--- src/rtl/vga_sync_gen.sv ---
// VGA timing generator driven by an external raster counter: decodes sync/active
// regions, checks count continuity and gates video until locked to a frame start.
module vga_sync_gen #(
  parameter int unsigned W        = 12,
  parameter int unsigned H_ACTIVE = 1920,
  parameter int unsigned H_FP     = 88,
  parameter int unsigned H_SYNC   = 44,
  parameter int unsigned H_BP     = 349,
  parameter int unsigned V_ACTIVE = 1080,
  parameter int unsigned V_FP     = 4,
  parameter int unsigned V_SYNC   = 5,
  parameter int unsigned V_BP     = 312,
  parameter logic        HS_POL   = 1'b0,
  parameter logic        VS_POL   = 1'b0,
  parameter int unsigned FC_W     = 16
) (
  input  logic            i_clk,
  input  logic            i_rst,
  input  logic [W-1:0]    i_h_cnt,
  input  logic [W-1:0]    i_v_cnt,
  output logic            o_hsync,
  output logic            o_vsync,
  output logic            o_de,
  output logic [W-1:0]    o_x,
  output logic [W-1:0]    o_y,
  output logic            o_line_start,
  output logic            o_frame_start,
  output logic            o_locked,
  output logic            o_seq_err,
  output logic [FC_W-1:0] o_frame_cnt
);

  localparam int unsigned H_TOTAL   = H_ACTIVE + H_FP + H_SYNC + H_BP;
  localparam int unsigned V_TOTAL   = V_ACTIVE + V_FP + V_SYNC + V_BP;
  localparam int unsigned H_SYNC_LO = H_ACTIVE + H_FP;
  localparam int unsigned H_SYNC_HI = H_ACTIVE + H_FP + H_SYNC;
  localparam int unsigned V_SYNC_LO = V_ACTIVE + V_FP;
  localparam int unsigned V_SYNC_HI = V_ACTIVE + V_FP + V_SYNC;

  typedef enum logic {UNLOCKED = 1'b0, LOCKED = 1'b1} state_t;

  state_t       state, next_state;
  logic [W-1:0] prev_h, prev_v;
  logic         prev_valid;
  logic [W-1:0] exp_h, exp_v;
  logic         err, h_act, h_sync, v_act, v_sync, nl, at_origin;

  // State register
  always_ff @(posedge i_clk or posedge i_rst) begin
    if (i_rst) state <= UNLOCKED;
    else       state <= next_state;
  end

  // Region decode, continuity check and lock next-state
  always_comb begin
    h_act      = i_h_cnt < W'(H_ACTIVE);
    h_sync     = (i_h_cnt >= W'(H_SYNC_LO)) && (i_h_cnt < W'(H_SYNC_HI));
    v_act      = i_v_cnt < W'(V_ACTIVE);
    v_sync     = (i_v_cnt >= W'(V_SYNC_LO)) && (i_v_cnt < W'(V_SYNC_HI));
    at_origin  = (i_h_cnt == '0) && (i_v_cnt == '0);
    exp_h      = '0;
    exp_v      = '0;
    if (prev_h < W'(H_TOTAL - 1)) begin
      exp_h = prev_h + W'(1);
      exp_v = prev_v;
    end else if (prev_v < W'(V_TOTAL - 1)) begin
      exp_v = prev_v + W'(1);
    end
    err = (prev_valid && ((i_h_cnt != exp_h) || (i_v_cnt != exp_v))) ||
          (i_h_cnt >= W'(H_TOTAL)) || (i_v_cnt >= W'(V_TOTAL));
    next_state = state;
    case (state)
      UNLOCKED: if (at_origin && !err) next_state = LOCKED;
      LOCKED:   if (err) next_state = UNLOCKED;
      default:  next_state = UNLOCKED;
    endcase
    nl = (next_state == LOCKED);
  end

  assign o_locked = (state == LOCKED);

  // Previous-sample history for the continuity check
  always_ff @(posedge i_clk or posedge i_rst) begin
    if (i_rst) begin
      prev_valid <= 1'b0;
      prev_h     <= '0;
      prev_v     <= '0;
    end else begin
      prev_valid <= 1'b1;
      prev_h     <= i_h_cnt;
      prev_v     <= i_v_cnt;
    end
  end

  // Registered timing outputs, gated by the next lock state
  always_ff @(posedge i_clk or posedge i_rst) begin
    if (i_rst) begin
      o_hsync       <= ~HS_POL;
      o_vsync       <= ~VS_POL;
      o_de          <= 1'b0;
      o_x           <= '0;
      o_y           <= '0;
      o_line_start  <= 1'b0;
      o_frame_start <= 1'b0;
      o_seq_err     <= 1'b0;
      o_frame_cnt   <= '0;
    end else begin
      o_hsync       <= (nl && h_sync) ? HS_POL : ~HS_POL;
      o_vsync       <= (nl && v_sync) ? VS_POL : ~VS_POL;
      o_de          <= nl && h_act && v_act;
      o_x           <= (nl && h_act && v_act) ? i_h_cnt : '0;
      o_y           <= (nl && h_act && v_act) ? i_v_cnt : '0;
      o_line_start  <= nl && (i_h_cnt == '0);
      o_frame_start <= nl && at_origin;
      o_seq_err     <= err;
      if (o_frame_start) o_frame_cnt <= o_frame_cnt + FC_W'(1);
    end
  end

endmodule
--- config.mk ---
export PLATFORM = sky130hd
export DESIGN_NAME = vga_sync_gen
export DESIGN_NICKNAME = d
export VERILOG_FILES = /design/src/rtl/vga_sync_gen.sv
export SDC_FILE = /design/constraint.sdc
export NUM_CORES = 1
export LEC_CHECK = 0
export CAP_MARGIN = 20
export CORE_UTILIZATION = 50
export CTS_BUF_LIST = sky130_fd_sc_hd__clkbuf_4 sky130_fd_sc_hd__clkbuf_8 sky130_fd_sc_hd__clkbuf_16
export CTS_CLUSTER_DIAMETER = 100
export DETAILED_ROUTE_END_ITERATION = 8
export HOLD_SLACK_MARGIN = 0.03
export MAX_ROUTING_LAYER = met4
export PLACE_DENSITY = 0.78
export SYNTH_ARGS = -nofsm -noshare
export SYNTH_HDL_FRONTEND = slang
export SYNTH_SLANG_ARGS = --single-unit
--- constraint.sdc ---
create_clock -name i_clk -period 6.3 [get_ports i_clk]
set_input_delay 1.26 -clock i_clk [delete_from_list [all_inputs] [get_ports i_clk]]
set_output_delay 1.26 -clock i_clk [all_outputs]
set_load 0.005 [all_outputs]
Word-level counts from Yosys, hierarchy flattened:

Index checks and enable logic that the tools add are counted.

* output and inout bits: 47
* bits of input ports: 26
* register bits: 72
* logic and storage cells: 56

* reduce and logical (&&, ||, !) cells: 17
* add/sub/neg operators: 3
* bitwise logic cells: 1
* $lt $le $gt $ge: 10
* equality and inequality tests: 2
* multiplexer cells: 10

Operator list (count)
* $mux W12: 5
* $lt A12 B11 Y1 const B: 4
* $ge A12 B11 Y1 const B: 3
* $add A12 B1 Y12 const B: 2
* $logic_not A12 Y1: 2
* $lt A12 B12 Y1 const B: 2
* $ne A12 B12 Y1: 2
* $add A16 B1 Y16 const B: 1
* $ge A12 B12 Y1 const B: 1
* $logic_and A1 B1 Y1: 11
* $mux W1: 4
* $logic_or A1 B1 Y1: 3
* $pmux W1 S2: 1
* $logic_not A1 Y1: 1
* $not A1 Y1: 1

Logic depth before layout (Yosys ltp):

Gate-level depths: netlist (run 1).

* word-level depth: 15
* mapped depth: 12

Worst setup path before layout (run 1):

No wires, ideal clock.

* path kind: input -> register
* start: input i_h_cnt[6]
* end: register o_hsync
* setup slack: 2.643 ns
* data arrival time: 3.564 ns
* cell stages on the path: 9
* setup time: 0.093 ns
* cell sequence: or3_1 > a2111oi_0 > nor2_1 > a221oi_1 > o311a_1 > nand4_1 > o41a_1 > buf_6 > or4_4

* word-level cells in the longest chain between the ends: 11
* elaborated cells on any way between the ends: 18
* those cells by class: 3 x order compare; 1 x eq/ne; 4 x mux; 10 x reduce/logical

Ends and longest elaborated chain
* from (decl): line 19 `input logic [W-1:0] i_h_cnt,`
* parallel branches: the longest is 9 deep, another holds $ge A12 B12 Y1
* $logic_and A1 B1 Y1 (*): line 108 `o_hsync <= (nl && h_sync) ? HS_POL : ~HS_POL;`
* $mux W1 (*): line 108
* to (signal assigned): line 98 `o_hsync <= ~HS_POL;`
* to (signal assigned): line 108
* to (decl): line 21 `output logic o_hsync,`

Every way passes the cells marked *.
A chain may end at the register's enable or synchronous reset.

Worst setup path in the final report (run 1):

* start: input i_h_cnt[7]
* end: register o_hsync

The elaborated chain is that of the path after synthesis.

==> summary.txt, run 1 <==
Synthesis
  – Register area share after synthesis: between 40 and 50%
  – EDFF count, synth: 0
  – Synth Area in XOR/XNOR: under 10%
  – Netlist cell types: 62
  – Synth Area in Adders: 1.01%
  – Synthesized instance count: 387
  – Prevailing post-synth register cell: dfrtp_1
  – Post-synthesis compound-gate area fraction: 14.4%
  – Simple-Gate Fraction of Synth Area: 24.3%
  – Seq cells post-synth: 72
  – Multiplexer area fraction after synthesis: 0.841%
  – Largest family of logic cells by synthesized area: simple AND/OR/NAND/NOR gates
  – Netlist Area Pre-Place: approximately 0.0037 mm²
  – Warning count from the yosys run: 0
  – Fraction of registers with async set/reset: 100%
  – Synth Area per Inst: between 9 and 10 µm²

GRT
  – Number of global-route vias before repair: 3063
  – First-pass GRT wire length: 15200 µm
  – Largest net degree at the start of global routing: 73
  – Initial antenna violation count: 0
  – Congestion Overflow GR: 0
  – Total GRT Usage: 26.8%

Drt
  – DR pass1 iterations: 5
  – 1st-iter DRT viols: 189
  – Detail Route Antenna Nets: 0
  – Via density: 5.77
  – DR WL met3: 637 µm
  – Routed length on met2: 4660 µm
  – DR top layer: met4
  – Routed len/inst: 17.0 µm
  – DR DRC count: 0
  – DRT met1 WL: 4140 µm
  – Vias post-DR: 3231
  – Routed Wire Length: 9530 µm

Layout
  – Final #Nets: around 490
  – Layout fillers: ~600
  – Share of cells above drive strength 1: ~6.7%
  – Final instance area: approximately 0.0047 mm²
  – # diodes: 0
  – Area growth syn-to-layout: 26.5%

Timing
  – Tmin final: 4.40 ns
  – Slew of the pin with the lowest slew margin: 1.05 ns
  – Period utilisation layout: 69.8%
  – Final TNS setup: 0 ns
  – Setup-failing EPs final: 0
  – Relative slew slack: 29.9%
  – Final Slew Violations: 0
  – F_max: 228 MHz
  – Worst setup margin: 1.90 ns
  – RSZ-0062 raised after global routing: no
  – Hold Vio Cnt, Final: 0
  – Skew final: 0.00968 ns
  – Hold WS: 0.472 ns

Clocking
  – Hold-fix buffers, CTS: 0
  – Clock Latency Late Sink: 0.35 ns
  – Post-CTS setup buffers: 0
  – Clock Tree Root: clkbuf_8
  – # clock sinks: 72
  – Cts bufs inserted: 9
  – Clk pin slew, worst setup/hold paths: approximately 0.09 ns
  – CTS H-tree lvls: 3
  – Post_cts resized: 0
  – CTS tree: built
  – Max Root-Sink Buffers: 2

Worst setup path
  – Crit-path max cell delay: about 0.77 ns
  – Req. time, crit path: 6.56 ns
  – Setup crit start kind: input pin
  – WP data arrival: 4.65 ns
  – Critical path cell sequence: clkdlybuf4s50_1, or3_1, a2111oi_0, nor2_1, a221oi_1, o311a_1, nand4_1, o41a_1, or4_4
  – Worst-path fanout max: 29
  – Worst Path Buf+Inv: 1
  – Critical path endpoint category: register
  – Max stage delay cell, worst path: o41a_1
  – Setup CP Type: in2reg
  – Delay-heaviest family, CP: compound AO/OA/AOI/OAI gates

Power and ir drop
  – Leakage power: about 1.9 nW
  – Switch share: 27.8%
  – Net load switching power: 0.000270 W
  – Flop pwr share: 49.8%
  – Worst VDD drop: 0.112 mV
  – Pwr dens: 207 mW/mm²
  – Clock Power Share: 38.8%
  – Comb pwr share: 11.4%
  – Internal: between 0.0007 and 0.0008 W

Floorplanning
  – Initial Util: 51.5%
  – Die H: 88.2 µm
  – Die width: 88.2 µm
  – Num ports: 73
  – Core Area: a little over 0.007 mm²
  – Die ar.: 0.00779 mm²
  – Cell Rows: 31

Placed design
  – Final Wtd Congestion: 0.906
  – HPWL Detailed: 6840 µm
  – Placed instance area: 0.00450 mm²
  – Number of port buffers: 72
  – DP Worst Slack: 1.55 ns

Run
  – Maxcap violations: 0

Worst hold path
  – Hold/Removal Path Class: reg2reg

Outcome
  – Status: finished, final reports clean
## power groups by stage
stage               Combinational, W  Clock [W]  Sequential, W
floorplan                  0.0000696          0       0.000488
global placement            0.000109          0       0.000493
detailed placement          0.000110          0       0.000494
CTS                         0.000111   0.000384       0.000485
global route                0.000122   0.000401       0.000487
finish                      0.000111   0.000377       0.000485
## path summary, 6_finish.rpt
check	start	endpoint	slack (ns)	cells past startpoint
worst min register to register	o_frame_cnt[15]	o_frame_cnt[15]	0.47	1
worst min-delay path	o_frame_cnt[15]	o_frame_cnt[15]	0.47	1
max in group asynchronous	i_rst	prev_h[9]	4.23	3
worst max register to register	prev_h[7]	o_hsync	2.44	8
min in group asynchronous	i_rst	o_frame_cnt[11]	1.50	3
worst max-delay path	i_h_cnt[7]	o_hsync	1.90	9
## cells in the mapped netlist (2+ instances only)
library cell,count,area [µm²]
xnor2_1,19,166
a311oi_1,3,26.3
a211oi_1,4,30.0
nor4b_1,3,26.3
a31oi_1,6,37.5
nor3_1,13,65.1
and3_1,5,31.3
o21ai_0,10,50.1
nand3b_1,2,15.0
nor2_1,45,169
clkbuf_1,13,48.8
nand2b_1,2,12.5
o211ai_1,2,15.0
nand2_1,46,173
buf_2,2,10.0
ha_1,3,37.5
inv_1,8,30.0
conb_1,2,7.51
nand3_1,16,80.1
nor2b_1,2,12.5
a32oi_1,3,26.3
nor4_1,5,31.3
o21a_1,5,37.5
xor2_1,14,123
a21oi_1,11,55.1
or3_1,6,37.5
and4_1,5,43.8
or4_1,7,52.6
dfstp_2,2,52.6
buf_6,2,22.5
o2111ai_1,3,26.3
nand4_1,13,81.3
o31ai_1,4,30.0
dfrtp_1,70,1750
mux2i_1,2,20.0
o32ai_1,3,26.3
## sequential cells by signal (all words and copies together), names as in the netlist
| signal | flops |
|---|---|
| o_de | 1 |
| o_frame_cnt | 16 |
| o_frame_start | 1 |
| o_hsync | 1 |
| o_line_start | 1 |
| o_locked | 1 |
| o_seq_err | 1 |
| o_vsync | 1 |
| o_x | 12 |
| o_y | 12 |
| prev_h | 12 |
| prev_v | 12 |
| prev_valid | 1 |
## per-layer routing
metal  up-vias  track usage [%]
met3         8             3.73
met1      1555             35.2
met5         -                -
met4         0             8.21
met2       125             43.3
li1       1543                -
## cell usage in the layout (no fill, tap or decap), types with 6 or more instances in the layout
cell,instances
xnor2_1,19
clkbuf_8,9
xor2_1,14
or3_1,6
nand2_1,46
or4_1,7
o21ai_0,10
dfrtp_1,70
nand4_1,13
a31oi_1,6
nand3_1,16
nor2_1,45
clkdlybuf4s50_1,72
a21oi_1,11
inv_1,7
nor3_1,13
## stage by stage
| stage | utilization (%) | power [W] | std cells |
|---|---|---|---|
| final | 65.2 | 0.000973 | 560 |
| after global routing | 65.2 | 0.00101 | 560 |
| after CTS | 65.2 | 0.000980 | 560 |
| after detailed placement | 62.4 | 0.000604 | 544 |
| after global placement | 62.4 | 0.000602 | 544 |
| after floorplan | - | 0.000557 | 388 |
## logic make-up after synthesis
kind of cell / count (synthesis)
AND/OR/NAND/NOR: 178
flip-flops: 72
AO/OA/AOI/OAI: 71
XOR/XNOR: 33
buffers and inverters: 25
adder cells (fa/ha/maj): 3
multiplexers: 3
other: 2
## layout make-up
cell class	count	area (µm²)	share of cell area, %
clock buffers	9	124	2.63
multi-input cells	291	1810	38.4
inverters	8	30.0	0.638
flip-flops and latches	72	1800	38.4
clock inverters	7	80.1	1.70
repair buffers	74	736	15.6
well taps	99	124	2.63
Power figures use the tool's default switching activity.
==> inputs of run 2 (changes only) <==
--- a/config.mk
+++ b/config.mk
@@ -6,13 +6,13 @@
 export NUM_CORES = 1
 export LEC_CHECK = 0
 export CAP_MARGIN = 20
-export CORE_UTILIZATION = 50
+export CORE_UTILIZATION = 47
 export CTS_BUF_LIST = sky130_fd_sc_hd__clkbuf_4 sky130_fd_sc_hd__clkbuf_8 sky130_fd_sc_hd__clkbuf_16
 export CTS_CLUSTER_DIAMETER = 100
 export DETAILED_ROUTE_END_ITERATION = 8
 export HOLD_SLACK_MARGIN = 0.03
 export MAX_ROUTING_LAYER = met4
-export PLACE_DENSITY = 0.78
+export PLACE_DENSITY = 0.77
 export SYNTH_ARGS = -nofsm -noshare
 export SYNTH_HDL_FRONTEND = slang
 export SYNTH_SLANG_ARGS = --single-unit
==> constraint.sdc (replaced) <==
create_clock -name i_clk -period 4 [get_ports i_clk]
set_input_delay 0.8 -clock i_clk [delete_from_list [all_inputs] [get_ports i_clk]]
set_output_delay 0.8 -clock i_clk [all_outputs]
set_load 0.005 [all_outputs]
==> summary.txt, run 2 (synthesized netlist as in run 1, its figures left out) <==
Outcome
  – Status: finished, final reports clean

Layout
  – # diodes: 0
  – Layout fillers: 654
  – Area growth syn-to-layout: 29.9%
  – Most frequent cells in the layout: 72 x clkdlybuf4s50_1, 70 x dfrtp_1, 46 x nand2_1
  – Final #Nets: about 500
  – Largest register by flop count: o_frame_cnt
  – Share of cells above drive strength 1: 9.28%
  – Most common cell after layout, fill and taps aside: clkdlybuf4s50_1
  – Area occupied by multi-input gates: 0.00181 mm²
  – Sequential cell area: 0.00180 mm²
  – Max reg flops: 16

Worst setup path
  – Max stage delay cell, worst path: or4_1
  – Setup crit start kind: input pin
  – Setup CP Type: in2reg
  – R2r setup slk: 0.69 ns
  – R2r worst-path depth: 9
  – Worst setup path startpoint: i_h_cnt[6]
  – R2R Path End: o_vsync
  – Worst R2R Start: prev_h[8]
  – Critical path cell sequence: clkdlybuf4s50_1, or3_1, a2111oi_0, nor2_1, a221oi_1, o311a_1, nand4_1, o41a_1, or4_1
  – Worst-path fanout max: 5
  – Critical path endpoint category: register
  – Worst Path Buf+Inv: 1
  – Delay-heaviest family, CP: compound AO/OA/AOI/OAI gates
  – Crit-path max cell delay: 0.55 ns
  – Req. time, crit path: 4.27 ns
  – WP data arrival: approximately 3.6 ns

Worst hold path
  – Hold/Removal Path Class: reg2reg
  – Min-delay src: o_frame_cnt[15]
  – Hold endpoint: o_frame_cnt[15]
  – Hold depth: 1

Timing
  – Slew of the pin with the lowest slew margin: 0.601 ns
  – Final Slew Violations: 0
  – Final TNS setup: 0 ns
  – Skew final: 0.0142 ns
  – F_max: 298 MHz
  – Relative slew slack: 59.8%
  – Hold Vio Cnt, Final: 0
  – Period utilisation layout: 83.9%
  – Tmin final: between 3 and 4 ns
  – Worst setup margin: 0.646 ns
  – RSZ-0062 raised after global routing: no
  – Setup-failing EPs final: 0

Clocking
  – CTS H-tree lvls: 3
  – Post_cts resized: 0
  – # clock sinks: just over 70
  – Clk pin slew, worst setup/hold paths: 0.08 ns
  – Clock Latency Late Sink: 0.35 ns
  – Cts bufs inserted: 9
  – Max Root-Sink Buffers: 2
  – Clock Tree Root: clkbuf_8
  – CTS tree: built
  – Post-CTS setup buffers: 0
  – Hold-fix buffers, CTS: 0

Drt
  – Vias post-DR: 3355
  – DR DRC count: 0
  – Routed len/inst: 17.1 µm
  – 1st-iter DRT viols: around 320
  – DR pass1 iterations: 6
  – Via density: 5.82
  – Detail Route Antenna Nets: 0
  – Routed Wire Length: 9840 µm

Floorplanning
  – Core Area: between 0.007 and 0.008 mm²
  – Die ar.: 0.00827 mm²
  – Cell Rows: 32
  – Num ports: 73
  – Die H: 91.0 µm
  – Initial Util: ~48%
  – Die width: 91.0 µm

GRT
  – Initial antenna violation count: 0
  – Number of global-route vias before repair: 3285
  – Largest net degree at the start of global routing: 30
  – Congestion Overflow GR: 0
  – Total GRT Usage: 26.4%
  – First-pass GRT wire length: between 15000 and 20000 µm

Placed design
  – Number of port buffers: 72
  – Final Wtd Congestion: 0.962
  – HPWL Detailed: 7400 µm
  – DP Worst Slack: 0.294 ns

Power and ir drop
  – Worst VDD drop: 0.159 mV
  – Leakage power: 1.97 nW
  – Pwr dens: approximately 330 mW/mm²

Run
  – Maxcap violations: 0
-- run 2: area by class of cell --
type                       instances  area share, %
clock buffer                      11           3.13
clock inverter                     5           1.63
inverter                           8          0.621
multi-input combinational        291           37.4
sequential                        72           37.3
tap                              102           2.64
timing repair buffer              87           17.2
-- run 2: worst max-delay path by stage --
stage                         end  slack [ns]  depth (start not counted)
after global placement    o_hsync        0.32                          9
after global routing      o_hsync        0.46                          9
final                     o_vsync        0.65                          9
after detailed placement  o_vsync        0.29                          9
after CTS                 o_vsync        0.66                          9
after floorplan           o_hsync        0.80                          9
-- run 2: routing by layer --
layer  vias to the layer above  global-route usage (%)  routed length (µm)
met5                         -                       -                   0
met4                         0                    10.4                 225
met3                        27                    4.36                 762
met2                       153                    41.2                4710
met1                      1607                    34.8                4140
li1                       1568                       -                   -
-- run 2: report_power, final --
group	internal, W	leakage (nW)	total [W]	switching (W)
clock	0.000384	0.119	0.000663	0.000278
combinational	0.0000785	0.918	0.000187	0.000109
sequential	0.000742	0.932	0.000764	0.0000223
total	0.00120	1.97	0.00161	0.000409
-- run 2: per-stage QoR --
step | hold WS (ns) | cells | area [µm²] | util, % | total power, W
after detailed placement | 0.472 | 560 | 4600 | 59.9 | 0.000963
after global placement | 0.464 | 560 | 4600 | 59.9 | 0.000959
after floorplan | 0.468 | 388 | 3720 | - | 0.000878
after CTS | 0.485 | 576 | 4830 | 62.9 | 0.00162
after global routing | 0.515 | 576 | 4830 | 62.9 | 0.00168
final | 0.476 | 576 | 4830 | 62.9 | 0.00161
==> inputs of run 3 (changes only) <==
--- a/config.mk
+++ b/config.mk
@@ -6,13 +6,13 @@
 export NUM_CORES = 1
 export LEC_CHECK = 0
 export CAP_MARGIN = 20
-export CORE_UTILIZATION = 47
+export CORE_UTILIZATION = 50
 export CTS_BUF_LIST = sky130_fd_sc_hd__clkbuf_4 sky130_fd_sc_hd__clkbuf_8 sky130_fd_sc_hd__clkbuf_16
 export CTS_CLUSTER_DIAMETER = 100
 export DETAILED_ROUTE_END_ITERATION = 8
 export HOLD_SLACK_MARGIN = 0.03
 export MAX_ROUTING_LAYER = met4
-export PLACE_DENSITY = 0.77
+export PLACE_DENSITY = 0.78
 export SYNTH_ARGS = -nofsm -noshare
 export SYNTH_HDL_FRONTEND = slang
 export SYNTH_SLANG_ARGS = --single-unit
==> constraint.sdc (replaced) <==
create_clock -name i_clk -period 3.43 [get_ports i_clk]
set_input_delay 0.686 -clock i_clk [delete_from_list [all_inputs] [get_ports i_clk]]
set_output_delay 0.686 -clock i_clk [all_outputs]
set_load 0.005 [all_outputs]
==> summary.txt, run 3 (synthesized netlist as in run 1, its figures left out) <==
Drt
  – DR top layer: met4
  – Routed length on met2: a little under 5000 µm
  – Routed len/inst: 17.2 µm
  – Routed Wire Length: 10100 µm
  – Detail Route Antenna Nets: 0
  – 1st-iter DRT viols: 231
  – Via density: slightly below 6
  – Vias post-DR: 3428
  – DR WL met3: 672 µm
  – DRT met1 WL: 4250 µm
  – DR pass1 iterations: 5
  – DR DRC count: 0

Floorplanning
  – Core Area: 0.00721 mm²
  – Die H: a little under 90 µm
  – Die ar.: roughly 0.008 mm²
  – Initial Util: 51.5%
  – Die width: between 80 and 90 µm
  – Cell Rows: 31
  – Num ports: 73

GRT
  – First-pass GRT wire length: 16200 µm
  – Initial antenna violation count: 0
  – Total GRT Usage: 28.7%
  – Largest net degree at the start of global routing: 40
  – Number of global-route vias before repair: 3266
  – Congestion Overflow GR: 0

Placed design
  – Number of port buffers: 72
  – Placed cells: 568
  – Final Wtd Congestion: 0.961
  – DP Worst Slack: -0.187 ns
  – HPWL Detailed: 7380 µm

Worst setup path
  – Critical path endpoint category: register
  – Setup CP Type: in2reg
  – CP Depth: 9
  – Delay-heaviest family, CP: compound AO/OA/AOI/OAI gates
  – WP data arrival: 3.53 ns
  – Crit-path max cell delay: 0.56 ns
  – R2r worst-path depth: 8
  – Worst Path Buf+Inv: 1
  – Worst-path fanout max: 5
  – Max stage delay cell, worst path: or4_1
  – Critical path cell sequence: clkdlybuf4s50_1, or3_1, a2111oi_1, nor2_1, a221oi_1, o311a_1, nand4_1, o41a_1, or4_1
  – Req. time, crit path: 3.69 ns
  – Setup crit start kind: input pin

Timing
  – Tmin final: 3.27 ns
  – Worst setup margin: approximately 0.16 ns
  – Skew final: 0.00835 ns
  – RSZ-0062 raised after global routing: no
  – Hold WS: 0.493 ns
  – Slew of the pin with the lowest slew margin: 0.727 ns
  – Hold Vio Cnt, Final: 0
  – Setup-failing EPs final: 0
  – F_max: 305 MHz
  – Period utilisation layout: 95.5%
  – Relative slew slack: 51.5%
  – Final Slew Violations: 0

Worst hold path
  – Hold/Removal Path Class: reg2reg
  – Hold depth: 1

Layout
  – Share of cells above drive strength 1: 11.5%
  – Area growth syn-to-layout: 33.1%
  – Most frequent cells in the layout: 72 x clkdlybuf4s50_1, 70 x dfrtp_1, 46 x nand2_1
  – Most common cell after layout, fill and taps aside: clkdlybuf4s50_1
  – Largest register by flop count: o_frame_cnt
  – Core Util, Final: 68.6%
  – Max reg flops: 16
  – Final #Nets: slightly above 500
  – # diodes: 0
  – Final cell count without fillers: 584

Outcome
  – Status: finished, final reports clean

Clocking
  – # clock sinks: 72
  – Clock Latency Late Sink: roughly 0.35 ns
  – CTS H-tree lvls: 3
  – Clk pin slew, worst setup/hold paths: roughly 0.080 ns
  – Cts bufs inserted: 9
  – Max Root-Sink Buffers: 2
  – Clock Tree Root: clkbuf_8
  – CTS tree: built
  – Post-CTS setup buffers: 0

Power and ir drop
  – Worst VDD drop: 0.224 mV
  – Pwr dens: between 300 and 400 mW/mm²
  – Final Power: 0.00197 W
  – Leakage power: 2.03 nW

Run
  – Maxcap violations: 0
run 3: power breakdown:
part / internal, W / leakage, nW / switching [W]
clock network: 0.000507 / 0.123 / 0.000340
registers: 0.000865 / 0.932 / 0.0000246
logic: 0.000101 / 0.974 / 0.000130
run 3: stage by stage:
stage	instance area [µm²]	TNS, ns
2_1_floorplan	3720	0
3_3_place_gp	4690	-0.683
3_5_place_dp	4690	-0.749
4_1_cts	4950	0
5_1_grt	4950	0
6_report	4950	0
run 3: cell type report:
type	instances	area, µm²
Tap cell	99	124
Inverter	8	30.0
Multi-Input combinational cell	291	1810
Fill cell	584	2260
Timing Repair Buffer	98	928
Clock buffer	10	138
Sequential cell	72	1800
Clock inverter	6	115
run 3: worst paths after layout:
kind | slack (ns) | from | end
max in group asynchronous | 1.92 | i_rst | o_hsync
worst max register to register | 0.19 | prev_h[8] | o_vsync
worst min-delay path | 0.49 | o_frame_cnt[15] | o_frame_cnt[15]
worst min register to register | 0.49 | o_frame_cnt[15] | o_frame_cnt[15]
worst max-delay path | 0.16 | i_h_cnt[6] | o_vsync
min in group asynchronous | 0.78 | i_rst | prev_h[4]
run 3: worst reg2reg max path: stages, from the launching register on:
cell	delay, ns
dfrtp_1	0.48
a211o_4	0.39
o21ai_4	0.28
nor3_2	0.11
or4_1	0.48
a311oi_1	0.27
a21oi_1	0.09
o41a_1	0.49
or4_1	0.56
run 3: timing repair:
item                       in CTS  in global routing
setup endpoints to repair       0                  2
hold buffers                    0                  0
resized for setup               0                  2
run 3: per-layer routing:
| metal | track usage (%) | up-vias |
|---|---|---|
| met5 | - | - |
| met4 | 8.36 | 0 |
| met3 | 7.93 | 14 |
| met2 | 46.0 | 143 |
| met1 | 35.6 | 1677 |
| li1 | - | 1594 |
